### src/rtl/flash_op_sequencer.sv
// SPI NOR operation sequencer: expands one latched request into the WREN/opcode/address/data
// byte stream for a byte-level SPI engine, including write-in-progress status polling.
module flash_op_sequencer #(
  parameter int unsigned POLL_LIMIT = 65535,
  parameter int unsigned POLL_W     = 16
) (
  input  logic        clk,
  input  logic        n_rst,
  input  logic        req_valid,
  output logic        req_ready,
  input  logic [1:0]  req_op,
  input  logic [23:0] req_addr,
  input  logic [7:0]  req_len,
  input  logic [7:0]  wr_data,
  input  logic        wr_data_valid,
  output logic        wr_data_ready,
  output logic [7:0]  rd_data,
  output logic        rd_valid,
  output logic        busy,
  output logic        done,
  output logic        err,
  output logic        spi_start,
  output logic [7:0]  spi_tx,
  output logic        spi_last,
  input  logic        spi_done,
  input  logic [7:0]  spi_rx
);

  typedef enum logic [2:0] {
    StIdle, StWren, StCmd, StAddr, StData, StPollCmd, StPollRd, StFinish
  } state_e;

  localparam logic [1:0] OpRead   = 2'd0;
  localparam logic [1:0] OpProg   = 2'd1;
  localparam logic [1:0] OpErase  = 2'd2;
  localparam logic [1:0] OpStatus = 2'd3;

  localparam logic [7:0] CmdWren = 8'h06;
  localparam logic [7:0] CmdRdsr = 8'h05;
  localparam logic [7:0] Dummy   = 8'hFF;

  localparam logic [POLL_W-1:0] PollLimitW = POLL_W'(POLL_LIMIT);

  function automatic logic [7:0] opcode(input logic [1:0] op);
    logic [7:0] code;
    unique case (op)
      OpRead:  code = 8'h03;
      OpProg:  code = 8'h02;
      OpErase: code = 8'h20;
      default: code = 8'h05;
    endcase
    return code;
  endfunction

  state_e            state_q, state_d;
  logic [1:0]        op_q, op_d;
  logic [23:0]       addr_q, addr_d;
  logic [8:0]        len_q, len_d;
  logic [1:0]        addr_idx_q, addr_idx_d;
  logic [POLL_W-1:0] poll_cnt_q, poll_cnt_d, poll_cnt_inc;
  logic              err_q, err_d;
  logic              inflight_q, inflight_d;
  logic              ready_en_q;
  logic              spi_start_q, spi_start_d;
  logic [7:0]        spi_tx_q, spi_tx_d;
  logic              spi_last_q, spi_last_d;
  logic [7:0]        rd_data_q, rd_data_d;

  logic              byte_done;
  logic              launch;
  logic [7:0]        launch_tx;
  logic              launch_last;

  always_ff @(posedge clk or negedge n_rst) begin
    if (!n_rst) begin
      state_q     <= StIdle;
      op_q        <= 2'd0;
      addr_q      <= 24'd0;
      len_q       <= 9'd0;
      addr_idx_q  <= 2'd0;
      poll_cnt_q  <= '0;
      err_q       <= 1'b0;
      inflight_q  <= 1'b0;
      ready_en_q  <= 1'b0;
      spi_start_q <= 1'b0;
      spi_tx_q    <= 8'd0;
      spi_last_q  <= 1'b0;
      rd_data_q   <= 8'd0;
    end else begin
      state_q     <= state_d;
      op_q        <= op_d;
      addr_q      <= addr_d;
      len_q       <= len_d;
      addr_idx_q  <= addr_idx_d;
      poll_cnt_q  <= poll_cnt_d;
      err_q       <= err_d;
      inflight_q  <= inflight_d;
      ready_en_q  <= 1'b1;
      spi_start_q <= spi_start_d;
      spi_tx_q    <= spi_tx_d;
      spi_last_q  <= spi_last_d;
      rd_data_q   <= rd_data_d;
    end
  end

  always_comb begin
    state_d      = state_q;
    op_d         = op_q;
    addr_d       = addr_q;
    len_d        = len_q;
    addr_idx_d   = addr_idx_q;
    poll_cnt_d   = poll_cnt_q;
    err_d        = err_q;
    inflight_d   = inflight_q;
    rd_data_d    = rd_data_q;
    spi_start_d  = 1'b0;
    spi_tx_d     = spi_tx_q;
    spi_last_d   = spi_last_q;
    launch       = 1'b0;
    launch_tx    = 8'd0;
    launch_last  = 1'b0;
    poll_cnt_inc = poll_cnt_q + 1'b1;

    // A completion only counts for a byte that is actually in flight.
    byte_done     = spi_done && inflight_q && !spi_start_q;
    rd_valid      = byte_done && (state_q == StData) && ((op_q == OpRead) || (op_q == OpStatus));
    wr_data_ready = (state_q == StData) && (op_q == OpProg) && !inflight_q && (len_q != 9'd0);

    if (rd_valid) rd_data_d = spi_rx;
    if (byte_done) inflight_d = 1'b0;

    unique case (state_q)
      StIdle: begin
        if (req_valid && req_ready) begin
          op_d       = req_op;
          addr_d     = req_addr;
          len_d      = (req_len == 8'd0) ? 9'd256 : {1'b0, req_len};
          addr_idx_d = 2'd0;
          poll_cnt_d = '0;
          err_d      = 1'b0;
          launch     = 1'b1;
          if ((req_op == OpProg) || (req_op == OpErase)) begin
            launch_tx   = CmdWren;
            launch_last = 1'b1;
            state_d     = StWren;
          end else begin
            launch_tx = opcode(req_op);
            state_d   = StCmd;
          end
        end
      end
      StWren: begin
        if (byte_done) begin
          launch    = 1'b1;
          launch_tx = opcode(op_q);
          state_d   = StCmd;
        end
      end
      StCmd: begin
        if (byte_done) begin
          launch = 1'b1;
          if (op_q == OpStatus) begin
            // Status read reuses the data phase with a single dummy byte.
            launch_tx   = Dummy;
            launch_last = 1'b1;
            len_d       = 9'd0;
            state_d     = StData;
          end else begin
            launch_tx  = addr_q[23:16];
            addr_idx_d = 2'd1;
            state_d    = StAddr;
          end
        end
      end
      StAddr: begin
        if (byte_done) begin
          if (addr_idx_q == 2'd3) begin
            if (op_q == OpErase) begin
              launch    = 1'b1;
              launch_tx = CmdRdsr;
              state_d   = StPollCmd;
            end else if (op_q == OpRead) begin
              launch      = 1'b1;
              launch_tx   = Dummy;
              launch_last = (len_q == 9'd1);
              len_d       = len_q - 9'd1;
              state_d     = StData;
            end else begin
              state_d = StData;
            end
          end else begin
            launch      = 1'b1;
            launch_tx   = (addr_idx_q == 2'd1) ? addr_q[15:8] : addr_q[7:0];
            launch_last = (op_q == OpErase) && (addr_idx_q == 2'd2);
            addr_idx_d  = addr_idx_q + 2'd1;
          end
        end
      end
      StData: begin
        if (op_q == OpProg) begin
          if (wr_data_valid && wr_data_ready) begin
            launch      = 1'b1;
            launch_tx   = wr_data;
            launch_last = (len_q == 9'd1);
            len_d       = len_q - 9'd1;
          end else if (byte_done && (len_q == 9'd0)) begin
            launch    = 1'b1;
            launch_tx = CmdRdsr;
            state_d   = StPollCmd;
          end
        end else if (byte_done) begin
          if (len_q == 9'd0) begin
            err_d   = 1'b0;
            state_d = StFinish;
          end else begin
            launch      = 1'b1;
            launch_tx   = Dummy;
            launch_last = (len_q == 9'd1);
            len_d       = len_q - 9'd1;
          end
        end
      end
      StPollCmd: begin
        if (byte_done) begin
          launch      = 1'b1;
          launch_tx   = Dummy;
          launch_last = 1'b1;
          state_d     = StPollRd;
        end
      end
      StPollRd: begin
        if (byte_done) begin
          poll_cnt_d = poll_cnt_inc;
          if (!spi_rx[0]) begin
            err_d   = 1'b0;
            state_d = StFinish;
          end else if (poll_cnt_inc == PollLimitW) begin
            err_d   = 1'b1;
            state_d = StFinish;
          end else begin
            launch    = 1'b1;
            launch_tx = CmdRdsr;
            state_d   = StPollCmd;
          end
        end
      end
      StFinish: state_d = StIdle;
      default:  state_d = StIdle;
    endcase

    if (launch) begin
      spi_start_d = 1'b1;
      spi_tx_d    = launch_tx;
      spi_last_d  = launch_last;
      inflight_d  = 1'b1;
    end
  end

  assign req_ready = ready_en_q && (state_q == StIdle);
  assign busy      = (state_q != StIdle);
  assign done      = (state_q == StFinish);
  assign err       = (state_q == StFinish) && err_q;
  assign spi_start = spi_start_q;
  assign spi_tx    = spi_tx_q;
  assign spi_last  = spi_last_q;
  assign rd_data   = rd_valid ? spi_rx : rd_data_q;

endmodule
### config.mk
export PLATFORM = sky130hd
export DESIGN_NAME = flash_op_sequencer
export DESIGN_NICKNAME = d
export VERILOG_FILES = /design/src/rtl/flash_op_sequencer.sv
export SDC_FILE = /design/constraint.sdc
export NUM_CORES = 1
export LEC_CHECK = 0
export CAP_MARGIN = 20
export CORE_MARGIN = 4
export CORE_UTILIZATION = 45
export CTS_CLUSTER_DIAMETER = 40
export CTS_CLUSTER_SIZE = 10
export DETAILED_ROUTE_END_ITERATION = 10
export PLACE_DENSITY = 0.7
export SLEW_MARGIN = 20
export SYNTH_ARGS = -nofsm -noshare
export SYNTH_HDL_FRONTEND = slang
export SYNTH_SLANG_ARGS = --single-unit
export TNS_END_PERCENT = 50
### constraint.sdc
create_clock -name clk -period 4.7 [get_ports clk]
set_input_delay 0.94 -clock clk [delete_from_list [all_inputs] [get_ports clk]]
set_output_delay 0.94 -clock clk [all_outputs]
set_load 0.02 [all_outputs]
Word-level counts from Yosys, hierarchy flattened
Cells that the tools add are included.
Storage, ports and cells
  logic and storage cells: 193
  bits in registers: 77
Cells by class
  reduce and logical (&&, ||, !) cells: 36
  equality and inequality tests: 39
  add/sub/neg operators: 3
  multiplexer cells: 102
Operators by type and width (number)
  9-bit 2-to-1 mux: 12
  8-bit 2-to-1 mux: 13
  8-bit one-hot mux with 7 select lines: 1
  3-bit 2-to-1 mux: 17
  1-bit 2-to-1 mux: 37
  6-bit one-hot mux with 3 select lines: 2
  9-bit one-hot mux with 4 select lines: 1
  16-bit 2-to-1 mux: 2
  16-bit one-hot mux with 2 select lines: 1
  2-bit != test, second input constant: 14
  3-bit one-hot mux with 8 select lines: 1
  11-bit AND reduction: 2
  6-bit 2-to-1 mux: 3
  16-bit by 1-bit adder with 16-bit output, second input constant: 1
  16-bit == test, second input constant: 1
  2-bit 2-to-1 mux: 8
  1-bit logical AND: 13
  3-bit == test, second input constant: 4
  2-bit == test, second input constant: 5
  1-bit one-hot mux with 5 select lines: 2
  9-bit by 1-bit == test with 1-bit output, second input constant: 1
  9-bit zero test: 1
  3-bit by 2-bit != test with 1-bit output, second input constant: 3
  3-bit != test, second input constant: 3
  23 further kinds: 32

Logic depth before layout (Yosys ltp)
  depth after elaboration: 9
  gate-level depth with buffers: 9
  mapped depth without buffers: 8

Worst setup path after synthesis
Ideal clock, no wire load.
  kind: input to output
  start: input port spi_done
  end: output port rd_data[0]
  data arrival time: 2.189 ns
  required time: 3.760 ns
  stages on the path: 5
  slack: 1.571 ns
  cell sequence: nand3b_1 clkbuf_1 or3_1 clkbuf_1 mux2_2
On the way
  word-level cells in the longest chain between the ends: 5
Ends and longest elaborated chain
  start, declared: line 25  | input logic spi_done,
  1-bit logical AND (2 in series): line 125  | byte_done = spi_done && inflight_q && !spi_start_q;
  1-bit logical AND (2 in series): line 126  | rd_valid = byte_done && (state_q == StData) && ((op_q == OpRead) || (op_q == OpStatus));
  8-bit 2-to-1 mux: line 266  | assign rd_data = rd_valid ? spi_rx : rd_data_q;
  end, declared: line 17  | output logic [7:0] rd_data,
Every way passes these cells.

Worst setup path after layout
  start: input port spi_done
  end: output port rd_data[6]
The elaborated chain is that of the path after synthesis.

==> metrics.md <==
| Metric | Value |
|---|---|
| Die Span Y | 109 um |
| Max Cap Violations | 0 |
| PwrDens | 233 nW/um^2 |
| Slew HR | 32.3% |
| Synth area leaders | dfrtp_1 (42%), nand2_1 (9.8%), o21ai_0 (7.0%) |
| Yosys top cell by area | dfrtp_1 |
| Combinational share of power | 5.3% |
| Mapped Area | 4550 um^2 |
| Setup_tns | 0 ns |
| CP Launch Type | primary input |
| Clk root buf | clkbuf_8 |
| Async S/R FF share, synth | 100% |
| Die Area | 11800 um^2 |
| Synth cell types | 57 |
| Hold crit path type | reg2reg |
| Worst setup path endpoint | rd_data[6] |
| TritonCTS Sinks | 77 |
| Switching share of total power | 22.5% |
| Via count | 4249 |
| Max rail drop VDD | 0.133 mV |
| Post-synth top cells | nand2_1 (119), dfrtp_1 (77), o21ai_0 (64) |
| RSZ-0062 raised after global routing | no |
| Sw Pwr | 0.000296 W |
| Post-synth EDFFs | 0 |
| Crit path DAT | 3.00 ns |
| Largest net degree at the start of global routing | 78 |
| WS Path Type | in2out |
| Crit-path max FO | 9 |
| Max Slew Vio Count | 0 |
| Global-route usage over all layers | 22.0% |
| Width of the die | 109 um |
| Most common cell in the netlist | nand2_1 |
| Post-CTS Setup Inserts | 0 |
| First-pass GRT wire length | 20.5 mm |
| Share of cells above drive strength 1 | 8.13% |
| Max Freq | 254 MHz |
| Worst skew pair latency | 0.36 ns |
| Net count, final | 682 |
| Syn Nets | 613 |
| Crit. End Element | primary output |
| CP Data Required Time | 3.76 ns |
| Crit Reg-Reg Endpoint | spi_tx[5] |
| YS warnings | 0 |
| Seq/Total Area, Yosys | 42.3% |
| Port bufs | 78 |
| Area growth syn-to-layout | 24.6% |
| Post-cts sizing count | 0 |
| DR pass1 iterations | 6 |
| Pint | 0.00102 W |
| Pre-CTS WS | 0.748 ns |
| Outcome | complete, no violations |
| R2r setup slk | 1.83 ns |
| Clock buffer depth | 2 |
| RR Startpoint | state_q[1] |
| Row cnt | 36 |
| I/O pin count | 79 |
| Mean Syn Cell Area | 8.41 um^2 |
| Clock Skew | 0.00991 ns |
| Top cell type's share of synthesized area | 42.3% |
| Setup WS post-layout | 0.760 ns |
| CTS hold repair buffers | 0 |
| Reg power frac | 50.2% |
| Final period util | 83.8% |
| Post-DP HPWL | 8.95 mm |
| Crit path time final | 3.94 ns |
| Crit path launch | spi_done |
| Routed len/inst | 16.4 um |
| Initial antenna violation count | 0 |
| Vias per Instance | 5.68 |
| Clock power share | 44.5% |
| Final hold viol count | 0 |
| Vias in the first global route | 4175 |
| Final ANT Viol Nets | 0 |
| Synth Flop Type | dfrtp_1 |
| Core area | 9820 um^2 |
| GP Congestion | 0.885 |
| Total gr overflow | 0 |
| Reg clk slew, reported paths | 0.08 ns |
| Diode count | 0 |
| R2r worst-path depth | 7 |
| CTS buffer count | 9 |
| CTS tree | built |
| Initial Utilization | 46.4% |
| Post-synthesis register bit count | 77 |
| Post-Syn Instances | 541 |
| H-tree Lvls | 3 |
| DR iter-0 viols | 463 |
| Worst-Margin Slew | 1.01 ns |
| DR DRC count | 0 |
| Final count of negative-setup-slack endpoints | 0 |
| Leak | 2.58 nW |
| Routed WL | 12.3 mm |
==> cells by family after synthesis <==
kind of cell               after synthesis  share of synthesized area (%)
and+or+nand+nor                        240                           24.4
AOI/OAI and AO/OA                      132                           17.6
DFF                                     77                           42.3
buffers and inverters                   45                           3.77
muxes                                   22                           5.83
adders and majority gates               17                           4.67
xor gates and xnor gates                 7                           1.35
other                                    1                         0.0824
==> critical path, cell delays in order <==
cell,delay (ns)
clkdlybuf4s50_1,0.51
nand3b_1,0.11
or3_1,0.52
mux2_2,0.31
clkdlybuf4s50_1,0.61
==> registers in the layout (all words and copies together) (netlist names) <==
name	flops
rd_data_q	8
spi_start	1
spi_tx	8
ready_en_q	1
len_q	9
addr_q	24
op_q	2
spi_last	1
addr_idx_q	2
poll_cnt_q	16
state_q	3
inflight_q	1
err_q	1
==> through the flow <==
stage	power, W	cell area, um^2	hold slack [ns]	utilization, %	instances
after global routing	0.00137	5670	0.504	57.8	748
after floorplan	0.000683	4550	0.440	-	541
after global placement	0.000746	5440	0.456	55.4	732
after detailed placement	0.000746	5440	0.462	55.4	732
after CTS	0.00133	5670	0.483	57.7	748
final	0.00132	5670	0.476	57.8	748
==> routing by layer <==
| metal | up-vias | track usage, % | share of wire [%] |
|---|---|---|---|
| met5 | - | 0 | 0 |
| met4 | 0 | 8.48 | 2.5 |
| met3 | 20 | 3.46 | 7.6 |
| met2 | 173 | 35.4 | 47 |
| met1 | 2024 | 29.8 | 43 |
| li1 | 2032 | - | - |
==> layout by cell type (no fill, tap or decap), types with 3 or more instances in the layout <==
cell	instances
a2bb2oi_1	3
o22ai_1	4
nor2b_1	3
and2_1	3
or3_1	5
nor4_1	10
o2bb2ai_1	4
inv_1	20
o211ai_1	3
o31ai_1	5
mux2_2	16
nor2_1	46
o21ai_0	64
dfrtp_1	77
nand3b_1	3
clkbuf_8	10
a22o_1	3
nand2_1	119
mux2_4	5
nand3_1	18
buf_4	5
nand4_1	7
ha_1	17
xnor2_1	6
a21oi_1	23
and3_1	4
nor3_1	11
clkdlybuf4s50_1	77
a31oi_1	4
==> layout make-up <==
class,count,area (um^2)
inverter,20,75.1
clock buffer,10,138
sequential,77,1930
fill,916,4150
timing repair buffer,83,820
clock inverter,6,92.6
tap,133,166
multi-input combinational,419,2450
==> how the worst min path moves through the flow <==
stage / from / endpoint / slack [ns] / cells past startpoint
6_report: addr_q[14] / addr_q[14] / 0.48 / 2
3_3_place_gp: addr_q[13] / addr_q[13] / 0.46 / 2
2_1_floorplan: addr_q[10] / addr_q[10] / 0.44 / 2
4_1_cts: addr_q[14] / addr_q[14] / 0.48 / 2
5_1_grt: addr_q[4] / addr_q[4] / 0.50 / 2
3_5_place_dp: addr_q[14] / addr_q[14] / 0.46 / 2
==> power by group through the flow <==
stage	clock [W]	sequential [W]	combinational (W)
4_1_cts	0.000595	0.000663	0.0000711
5_1_grt	0.000625	0.000663	0.0000774
3_3_place_gp	0	0.000676	0.0000702
6_report	0.000586	0.000663	0.0000700
3_5_place_dp	0	0.000676	0.0000707
2_1_floorplan	0	0.000676	0.00000733
Power figures use the tool's default switching activity.
